$ cat src/rtl/vending_mealy_param.sv
// Parameterised coin vending controller: accumulates credit, vends at PRICE_UNITS and pays change as chg5 pulses.
// Optional refund input 'cancel' is present only when VEND_CANCEL_EN is defined.
module vending_mealy_param #(
  parameter int PRICE_UNITS = 4,
  parameter int CRED_W      = 4
) (
  input  logic              clk,
  input  logic              rst_n,
  input  logic [1:0]        coin,
`ifdef VEND_CANCEL_EN
  input  logic              cancel,
`endif
  output logic              dispense,
  output logic              chg5,
  output logic              busy,
  output logic              coin_rej,
  output logic [CRED_W-1:0] credit
);

  // Worst-case sum is (PRICE_UNITS-1) credit plus a 5-unit coin.
  if (PRICE_UNITS < 1) begin : g_bad_price
    $error("vending_mealy_param: PRICE_UNITS must be >= 1");
  end
  if ((PRICE_UNITS + 4) > ((2 ** CRED_W) - 1)) begin : g_bad_width
    $error("vending_mealy_param: CRED_W too narrow to hold PRICE_UNITS+4");
  end

  localparam logic [CRED_W-1:0] PRICE = CRED_W'(PRICE_UNITS);

  typedef enum logic {
    COLLECT = 1'b0,
    CHANGE  = 1'b1
  } state_t;

  state_t            state_q, state_d;
  logic [CRED_W-1:0] credit_q, credit_d;
  logic [CRED_W-1:0] cnt_q, cnt_d;
  logic              dispense_q, dispense_d;
  logic              chg5_q, chg5_d;
  logic              busy_q, busy_d;
  logic              rej_q, rej_d;

  logic [CRED_W-1:0] coin_val;
  logic [CRED_W-1:0] sum;
  logic [CRED_W-1:0] change_k;
  logic              refund_req;

`ifdef VEND_CANCEL_EN
  assign refund_req = cancel;
`else
  assign refund_req = 1'b0;
`endif

  always_comb begin
    coin_val = '0;
    case (coin)
      2'b01:   coin_val = CRED_W'(1);
      2'b10:   coin_val = CRED_W'(2);
      2'b11:   coin_val = CRED_W'(5);
      default: coin_val = '0;
    endcase
  end

  assign sum      = credit_q + coin_val;
  assign change_k = sum - PRICE;

  // cnt_q holds the pulses still owed after the one currently on chg5.
  always_comb begin
    state_d    = state_q;
    credit_d   = credit_q;
    cnt_d      = cnt_q;
    dispense_d = 1'b0;
    chg5_d     = 1'b0;
    busy_d     = 1'b0;
    rej_d      = 1'b0;
    case (state_q)
      COLLECT: begin
        if (refund_req) begin
          credit_d = '0;
          if (sum != '0) begin
            state_d = CHANGE;
            cnt_d   = sum - CRED_W'(1);
            chg5_d  = 1'b1;
            busy_d  = 1'b1;
          end
        end else if (coin != 2'b00) begin
          if (sum >= PRICE) begin
            dispense_d = 1'b1;
            credit_d   = '0;
            if (change_k != '0) begin
              state_d = CHANGE;
              cnt_d   = change_k - CRED_W'(1);
              chg5_d  = 1'b1;
              busy_d  = 1'b1;
            end else begin
              cnt_d = '0;
            end
          end else begin
            credit_d = sum;
          end
        end
      end
      CHANGE: begin
        rej_d = (coin != 2'b00);
        if (cnt_q != '0) begin
          cnt_d  = cnt_q - CRED_W'(1);
          chg5_d = 1'b1;
          busy_d = 1'b1;
        end else begin
          state_d = COLLECT;
        end
      end
      default: state_d = COLLECT;
    endcase
  end

  always_ff @(posedge clk or negedge rst_n) begin
    if (!rst_n) begin
      state_q    <= COLLECT;
      credit_q   <= '0;
      cnt_q      <= '0;
      dispense_q <= 1'b0;
      chg5_q     <= 1'b0;
      busy_q     <= 1'b0;
      rej_q      <= 1'b0;
    end else begin
      state_q    <= state_d;
      credit_q   <= credit_d;
      cnt_q      <= cnt_d;
      dispense_q <= dispense_d;
      chg5_q     <= chg5_d;
      busy_q     <= busy_d;
      rej_q      <= rej_d;
    end
  end

  assign dispense = dispense_q;
  assign chg5     = chg5_q;
  assign busy     = busy_q;
  assign coin_rej = rej_q;
  assign credit   = credit_q;

endmodule
$ cat config.mk
export PLATFORM = sky130hd
export DESIGN_NAME = vending_mealy_param
export DESIGN_NICKNAME = d
export VERILOG_FILES = /design/src/rtl/vending_mealy_param.sv
export SDC_FILE = /design/constraint.sdc
export NUM_CORES = 1
export LEC_CHECK = 0
export ABC_CLOCK_PERIOD_IN_PS = 5200
export CAP_MARGIN = 20
export CORE_ASPECT_RATIO = 0.9
export CORE_MARGIN = 2
export CORE_UTILIZATION = 40
export DETAILED_ROUTE_END_ITERATION = 10
export GPL_TIMING_DRIVEN = 0
export SETUP_SLACK_MARGIN = 0.4
export SLEW_MARGIN = 25
export SYNTH_ARGS = -nofsm -noshare
export SYNTH_HDL_FRONTEND = slang
export SYNTH_SLANG_ARGS = --single-unit
$ cat constraint.sdc
create_clock -name clk -period 5.2 [get_ports clk]
set_clock_uncertainty 0.1 [all_clocks]
set_input_delay 1.04 -clock clk [delete_from_list [all_inputs] [get_ports clk]]
set_output_delay 1.04 -clock clk [all_outputs]
set_load 0.02 [all_outputs]
# Word level (Yosys, flattened, before mapping)
# Cells that the tools add are included.
# classes
addsub,4
order_cmp,1
n_eq_ne,6
mux,16
n_bitwise,1
reduce_logical,5
# ops
cell,count
4-bit 2-to-1 mux,5
3-bit one-hot mux with 3 select lines,1
1-bit 2-to-1 mux,8
4-bit one-hot mux with 2 select lines,1
4-bit nonzero test,2
4-bit by 1-bit subtractor with 4-bit output (second input constant),2
4-bit adder,1
2-bit equality test (second input constant),2
4-bit by 3-bit >= comparator with 1-bit output (second input constant),1
2-bit inequality test (second input constant),2
4-bit by 3-bit subtractor with 4-bit output (second input constant),1
3-bit AND reduction,1
2-bit by 1-bit equality test with 1-bit output (second input constant),1
2-bit by 1-bit inequality test with 1-bit output (second input constant),1
1-bit one-hot mux with 2 select lines,1
2-bit AND reduction,1
2-bit nonzero test,1
1-bit NOT,1
# totals
regBits,11
output_inout_bits,8
wordCells,38

# Depth between registers and ports, before layout
# Gate-level depths: netlist of run 1.
# logic_depth
ltp_word,9
mapped_depth,12
depth_no_buf,11

# Least setup slack after synthesis of run 1
# OpenSTA, ideal clock, no wires.
# synth_path
kind,input -> register
startpoint,in coin[0]
endpoint,reg cnt_q[1]
setup_time_ps,77
arrival_time_ps,3185
slack_ps,1838
cell_stages,11
path_buffers,2
path_cell_list,clkbuf_1 > ha_1 > inv_1 > fa_1 > xnor2_1 > inv_1 > ha_1 > clkbuf_1 > or2_2 > a311o_1 > a21oi_1
# synth_between
elab_chain_cells,9
# synth_rtl
element,line,text
"start, declared",9,"input logic [1:0] coin,"
2-bit equality test or 2-bit by 1-bit equality test with 1-bit output (tied branches),56,case (coin)
3-bit one-hot mux with 3 select lines,56,
4-bit adder,64,assign sum = credit_q + coin_val;
4-bit by 3-bit subtractor with 4-bit output,65,assign change_k = sum - PRICE;
4-bit by 1-bit subtractor with 4-bit output or 4-bit nonzero test (tied branches),"92, 90",
4-bit 2-to-1 mux,90,if (change_k != '0) begin
4-bit 2-to-1 mux,87,if (sum >= PRICE) begin
4-bit 2-to-1 mux,86,end else if (coin != 2'b00) begin
4-bit one-hot mux with 2 select lines,76,case (state_q)
"end signal, assigned",129,cnt_q <= cnt_d;
"end, declared",37,"logic [CRED_W-1:0] cnt_q, cnt_d;"
# Parallel ways exist; a longest one is shown, timed or not. The select of a mux whose other input is x is not followed.
# A chain may end at the register's enable or synchronous reset.

# Worst setup path in the final report of run 1
# layout_path
startpoint,in coin[0]
endpoint,reg cnt_q[2]
# Same word-level chain as after synthesis.

==> results of run 1 <==
final timing paths:
| path | end | slack, ns | start |
|---|---|---|---|
| max | cnt_q[2] | 1.24 | coin[0] |
| min reg2reg | credit[2] | 0.42 | credit[2] |
| min in group asynchronous | dispense | 1.01 | rst_n |
| max in group asynchronous | cnt_q[0] | 3.64 | rst_n |
| min | credit[2] | 0.42 | credit[2] |
| max reg2reg | cnt_q[2] | 2.24 | credit[0] |
report_power, final:
group / switching, mW / internal (mW) / leakage (nW)
sequential: 0.0324 / 0.125 / 0.136
clock: 0.0313 / 0.0297 / 0.0150
combinational: 0.203 / 0.174 / 0.265
total: 0.266 / 0.330 / 0.417
cell families after synthesis:
logic type,after synthesis,share of synthesized area [%]
simple gates,31,22.3
compound gates,20,18.0
buf+inv,13,6.68
flops,11,35.0
fa+ha+maj,7,12.1
xor+xnor,3,3.34
mux,2,2.70
area by class of cell:
type	instances	area (sq um)
Clock buffer	4	26.3
Timing Repair Buffer	11	110
Sequential cell	11	275
Multi-Input combinational cell	63	459
Inverter	9	33.8
Tap cell	25	31.3
Fill cell	182	922
Buffer	4	18.8
worst max-delay path, cell delays in order:
cell and delay (ns):
clkdlybuf4s50_1 0.53, clkbuf_1 0.11, ha_1 0.17, inv_1 0.06, fa_1 0.37, xnor2_1 0.44, inv_1 0.10, ha_1 0.21
clkbuf_1 0.19, or2_2 0.35, inv_1 0.16, o221ai_1 0.12, o21bai_1 0.16
placed cells by master (no fill, tap or decap), types with 2 or more instances in the layout:
cell type,instances
nor3b_1,2
clkdlybuf4s50_1,11
clkbuf_4,3
nand2_1,8
ha_1,6
nand2b_1,3
xnor2_1,3
or2_2,2
clkbuf_1,4
and2_1,3
o21ai_0,5
inv_1,9
nor2_1,3
nor2b_1,3
o21bai_1,2
a21oi_1,3
nand4_1,2
dfrtp_1,11
registers in the layout, summed over array words and instances (netlist names):
signal    count
cnt_q         4
dispense      1
coin_rej      1
credit        4
busy          1
layer usage:
layer / vias to the layer above / routed length (um) / track usage (%)
met5: - / 0 / 0
met1: 306 / 796 / 21.4
li1: 331 / - / -
met2: 12 / 713 / 24.5
met4: 0 / 25 / 8.11
met3: 4 / 69 / 3.25
through the flow:
step,setup WS (ns),cell area (sq um)
2_1_floorplan,1.84,787
3_3_place_gp,0.990,928
3_5_place_dp,0.982,928
4_1_cts,1.23,955
5_1_grt,0.965,955
6_report,1.24,955
==> impl_metrics.toml, run 1 <==
[status]
status = "complete, no violations"

[clock_tree]
cts_sinks = 11
worst_skew_pair.late_latency_ns = 0.27
cts_setup_buffers = 0
root_buffer = "clkbuf_4"
cts_hold_buf = 0
clk_pin_slew_ns = 0.08
cts_made_buffers = 3
cts_resized = 0
cts_tree = "yes"
htreeDepth = 1
clock_path_buffers = 2

[sta]
max_freq_mhz = 252
finalCritPeriodShare_pct = 76.2
period_needed_ns = 3.96
hold_viol = 0
holdWs_ns = 0.418
fin_setup_tns_ns = 0
worst_pin_slew_ns = 0.525
slew_violations = 0
maxSlewHeadroom_pct = 64.9
setup-violations-final = 0
rsz0062_at_grt = "no"

[logic_synthesis]
synth_area_leader_cell = "dfrtp_1"
syn_area_sq_um = 787
post-synth-top-count-cell = "dfrtp_1"
syn_nets = 98
yosysWarnings = 0
synthCells = 87
synth_area_leaders = "dfrtp_1 35%, ha_1 9.5%, inv_1 4.3%"
synth-main-ff-cell = "dfrtp_1"
ys_ff_latch = 11
synth_top_cell_area_share_pct = 35.0
synth_common_cells = "11 x dfrtp_1, 9 x inv_1, 8 x nand2_1"
seq_area_frac_synth_pct = 35.0
synth-edff-count = 0
synthDistinctLibCells = 35
syn_avg_cell_area_sq_um = 9.05
async_flop_share_pct = 100

[placed_design]
routabilityCongestion = 0.835
port_buffers = 11
dp_hpwl_um = 1200
dpl.cell_count = 123

[global_routing]
grt_usage_pct = 15.9
overflow = 0
antenna_found_initial = 0
grt_max_degree = 12
grt_first_pass_wirelength_um = 2690
first_global_vias = 605

[detailed_routing]
drtIter0Drc = 6
firstDrtPassIters = 4
vias = 653
viasPerCell = 5.14
drt-wirelength-per-cell_um = 12.6
postRouteAntennaNets = 0
drc = 0
finalWirelength_um = 1600

[floorplan]
core_sq_um = 1880
rows = 15
io_pins = 12
die_w_um = 50.8
die_h_um = 46.1
die_area_sq_um = 2340
start_util_pct = 41.9

[setup_path]
crit_path_end_kind = "register"
critical_path_arrival_ns = 4.01
worst-r2r-cell-count = 11
required_ns = 5.24
cp_max_fo = 9
start_kind = "input port"
criticalPathCategory = "input port to register"

[finish]
antenna_cells = 0
fin_cells = 127
area_delta_synth_final_pct = 21.3
drive_gt1_share_pct = 10.8
fin_util_pct = 50.9
nets = 114

[power]
p_per_area_nw_per_um2 = 624
power.leakage_nw = 0.417
vdd_ir_drop_max_v = 0.000255
total_power_mw = 0.596

[worst_hold_path]
holdPathStages = 2
hold_path.class = "register to register"

[run]
cap_violations = 0
Power figures use the tool's default switching activity.
==> run 2: changes to the inputs <==
- ABC_CLOCK_PERIOD_IN_PS: 5200 -> 3620
- clock period: 5.2 -> 3.62 ns (I/O delays scaled with it)
==> run 2 against run 1 <==
  * Cell area increased by 4.6%
  * Count of clock-buffer cells in the layout unchanged
  * Critical path type unchanged
  * Non-clock buffer count grew 2
  * Routed wire length increased by 4.3%
  * First-iteration DRC count down 33%
  * Sequential share of layout area shrank 1.3 points
==> impl_metrics.toml, run 2 (synthesis gave the netlist of run 1 again) <==
[status]
status = "complete, no violations"

[clock_tree]
cts_hold_buf = 0
cts_made_buffers = 3
clock_path_buffers = 2
worst_skew_pair.late_latency_ns = 0.27
cts_tree = "yes"
cts_sinks = 11
htreeDepth = 1
clk_pin_slew_ns = 0.08
root_buffer = "clkbuf_4"

[global_routing]
grt_usage_pct = 16.8
overflow = 0
antenna_found_initial = 0
first_global_vias = 632
grt_max_degree = 12
grt_first_pass_wirelength_um = 2850

[finish]
area_delta_synth_final_pct = 26.9
drive_gt1_share_pct = 17.3
layout_commonest_cell = "dfrtp_1"
antenna_cells = 0
nets = 116
fin_util_pct = 53.2
mostFrequentLayoutCells = "11 x dfrtp_1, 9 x clkdlybuf4s50_1, 8 x inv_1, 8 x nand2_1, 6 x ha_1"
fin_cells = 129
nFillCells = 179
stdcell_area_sq_um = 998

[sta]
setup_slack_ns = 0.572
max_freq_mhz = 328
maxSlewHeadroom_pct = 64.6
setup-violations-final = 0
finalCritPeriodShare_pct = 84.2
period_needed_ns = 3.05
slew_violations = 0
hold_viol = 0
worst_pin_slew_ns = 0.530
rsz0062_at_grt = "no"
fin_setup_tns_ns = 0

[setup_path]
rr_endpoint = "cnt_q[1]"
required_ns = 3.72
criticalPathCategory = "input port to register"
cp_max_fo = 9
worst-r2r-cell-count = 10
r2r_setup_slack_ns = 1.00
crit_path_end_kind = "register"
critical_path_arrival_ns = 3.15
start_kind = "input port"
r2r-start = "credit[0]"

[power]
p_comb_share_pct = 64.4
clkPwrFrac_pct = 10.1
vdd_ir_drop_max_v = 0.000374
power.leakage_nw = 0.450
p_switching_mw = 0.399
p_seq_share_pct = 25.5
cell_internal_pwr_mw = 0.495
swShare_pct = 44.6
p_per_area_nw_per_um2 = 895

[detailed_routing]
viasPerCell = 5.18
drt-wirelength-per-cell_um = 13.0
drtIter0Drc = 4
firstDrtPassIters = 4
vias = 668
postRouteAntennaNets = 0
drc = 0
finalWirelength_um = 1670

[floorplan]
die_w_um = 50.8
core_sq_um = 1880
rows = 15
die_h_um = 46.1
io_pins = 12
start_util_pct = 41.9
die_area_sq_um = 2340

[worst_hold_path]
holdPathStages = 2
hp-start = "credit[2]"
hold_end = "credit[2]"
hold_path.class = "register to register"

[placed_design]
dp_hpwl_um = 1200
routabilityCongestion = 0.835
dpl.cell_count = 123
dpl_worst_slack_ns = -0.282
place_area_sq_um = 928
port_buffers = 11

[run]
cap_violations = 0
[run 2: cell count changes in the layout (fill, tap and decap cells not counted), sizes merged]
cell           change
clkdlybuf4s50      -2
buf                +2
dlygate4sd2        +2
[run 2: area by class of cell]
class / instances / area [sq um] / share of cell area, %
plain buffers: 4 / 20.0 / 2.01
flip-flops and latches: 11 / 275 / 27.6
clock buffers: 4 / 26.3 / 2.63
multi-input cells: 63 / 489 / 49.0
well taps: 25 / 31.3 / 3.13
repair buffers: 13 / 123 / 12.3
inverters: 9 / 33.8 / 3.38
[run 2: critical path, cell delays in order]
cell	delay [ns]
dlygate4sd2_1	0.26
nand2b_4	0.16
inv_1	0.04
ha_1	0.26
a21o_1	0.21
a21oi_4	0.16
xnor2_2	0.13
ha_1	0.20
clkbuf_2	0.17
or2_2	0.34
a311o_1	0.36
a21oi_1	0.13
[run 2: worst max-delay path by stage]
stage | startpoint | endpoint | slack (ns)
2_1_floorplan | coin[0] | cnt_q[1] | 0.57
3_3_place_gp | coin[0] | cnt_q[1] | -0.27
3_5_place_dp | coin[0] | cnt_q[1] | -0.28
4_1_cts | coin[0] | cnt_q[1] | 0.56
5_1_grt | coin[0] | cnt_q[1] | 0.40
6_report | coin[0] | cnt_q[1] | 0.57
[run 2: power by group through the flow]
stage | clock network [mW] | logic (mW) | registers (mW)
floorplan | 0 | 0.350 | 0.259
global placement | 0 | 0.537 | 0.229
detailed placement | 0 | 0.540 | 0.231
CTS | 0.0899 | 0.575 | 0.229
global route | 0.0971 | 0.637 | 0.237
finish | 0.0903 | 0.576 | 0.227
[run 2: repair_timing]
action                     CTS  global route
setup buffers                2             0
hold endpoints to repair     0             0
pin swaps                    2             0
setup endpoints to repair    7             1
cloned                       0             0
gates resized for setup      7             1
[run 2: layer usage]
metal	global-route usage, %	vias up	routed length, um
li1	-	334	-
met4	8.11	0	12
met5	0	-	0
met2	26.3	19	760
met1	22.7	313	798
met3	3.25	2	101
[run 2: stage by stage]
step,hold slack (ns),power (mW)
after floorplan,0.328,0.610
after global placement,0.400,0.766
after detailed placement,0.403,0.771
after CTS,0.420,0.894
after global routing,0.452,0.971
final,0.417,0.894
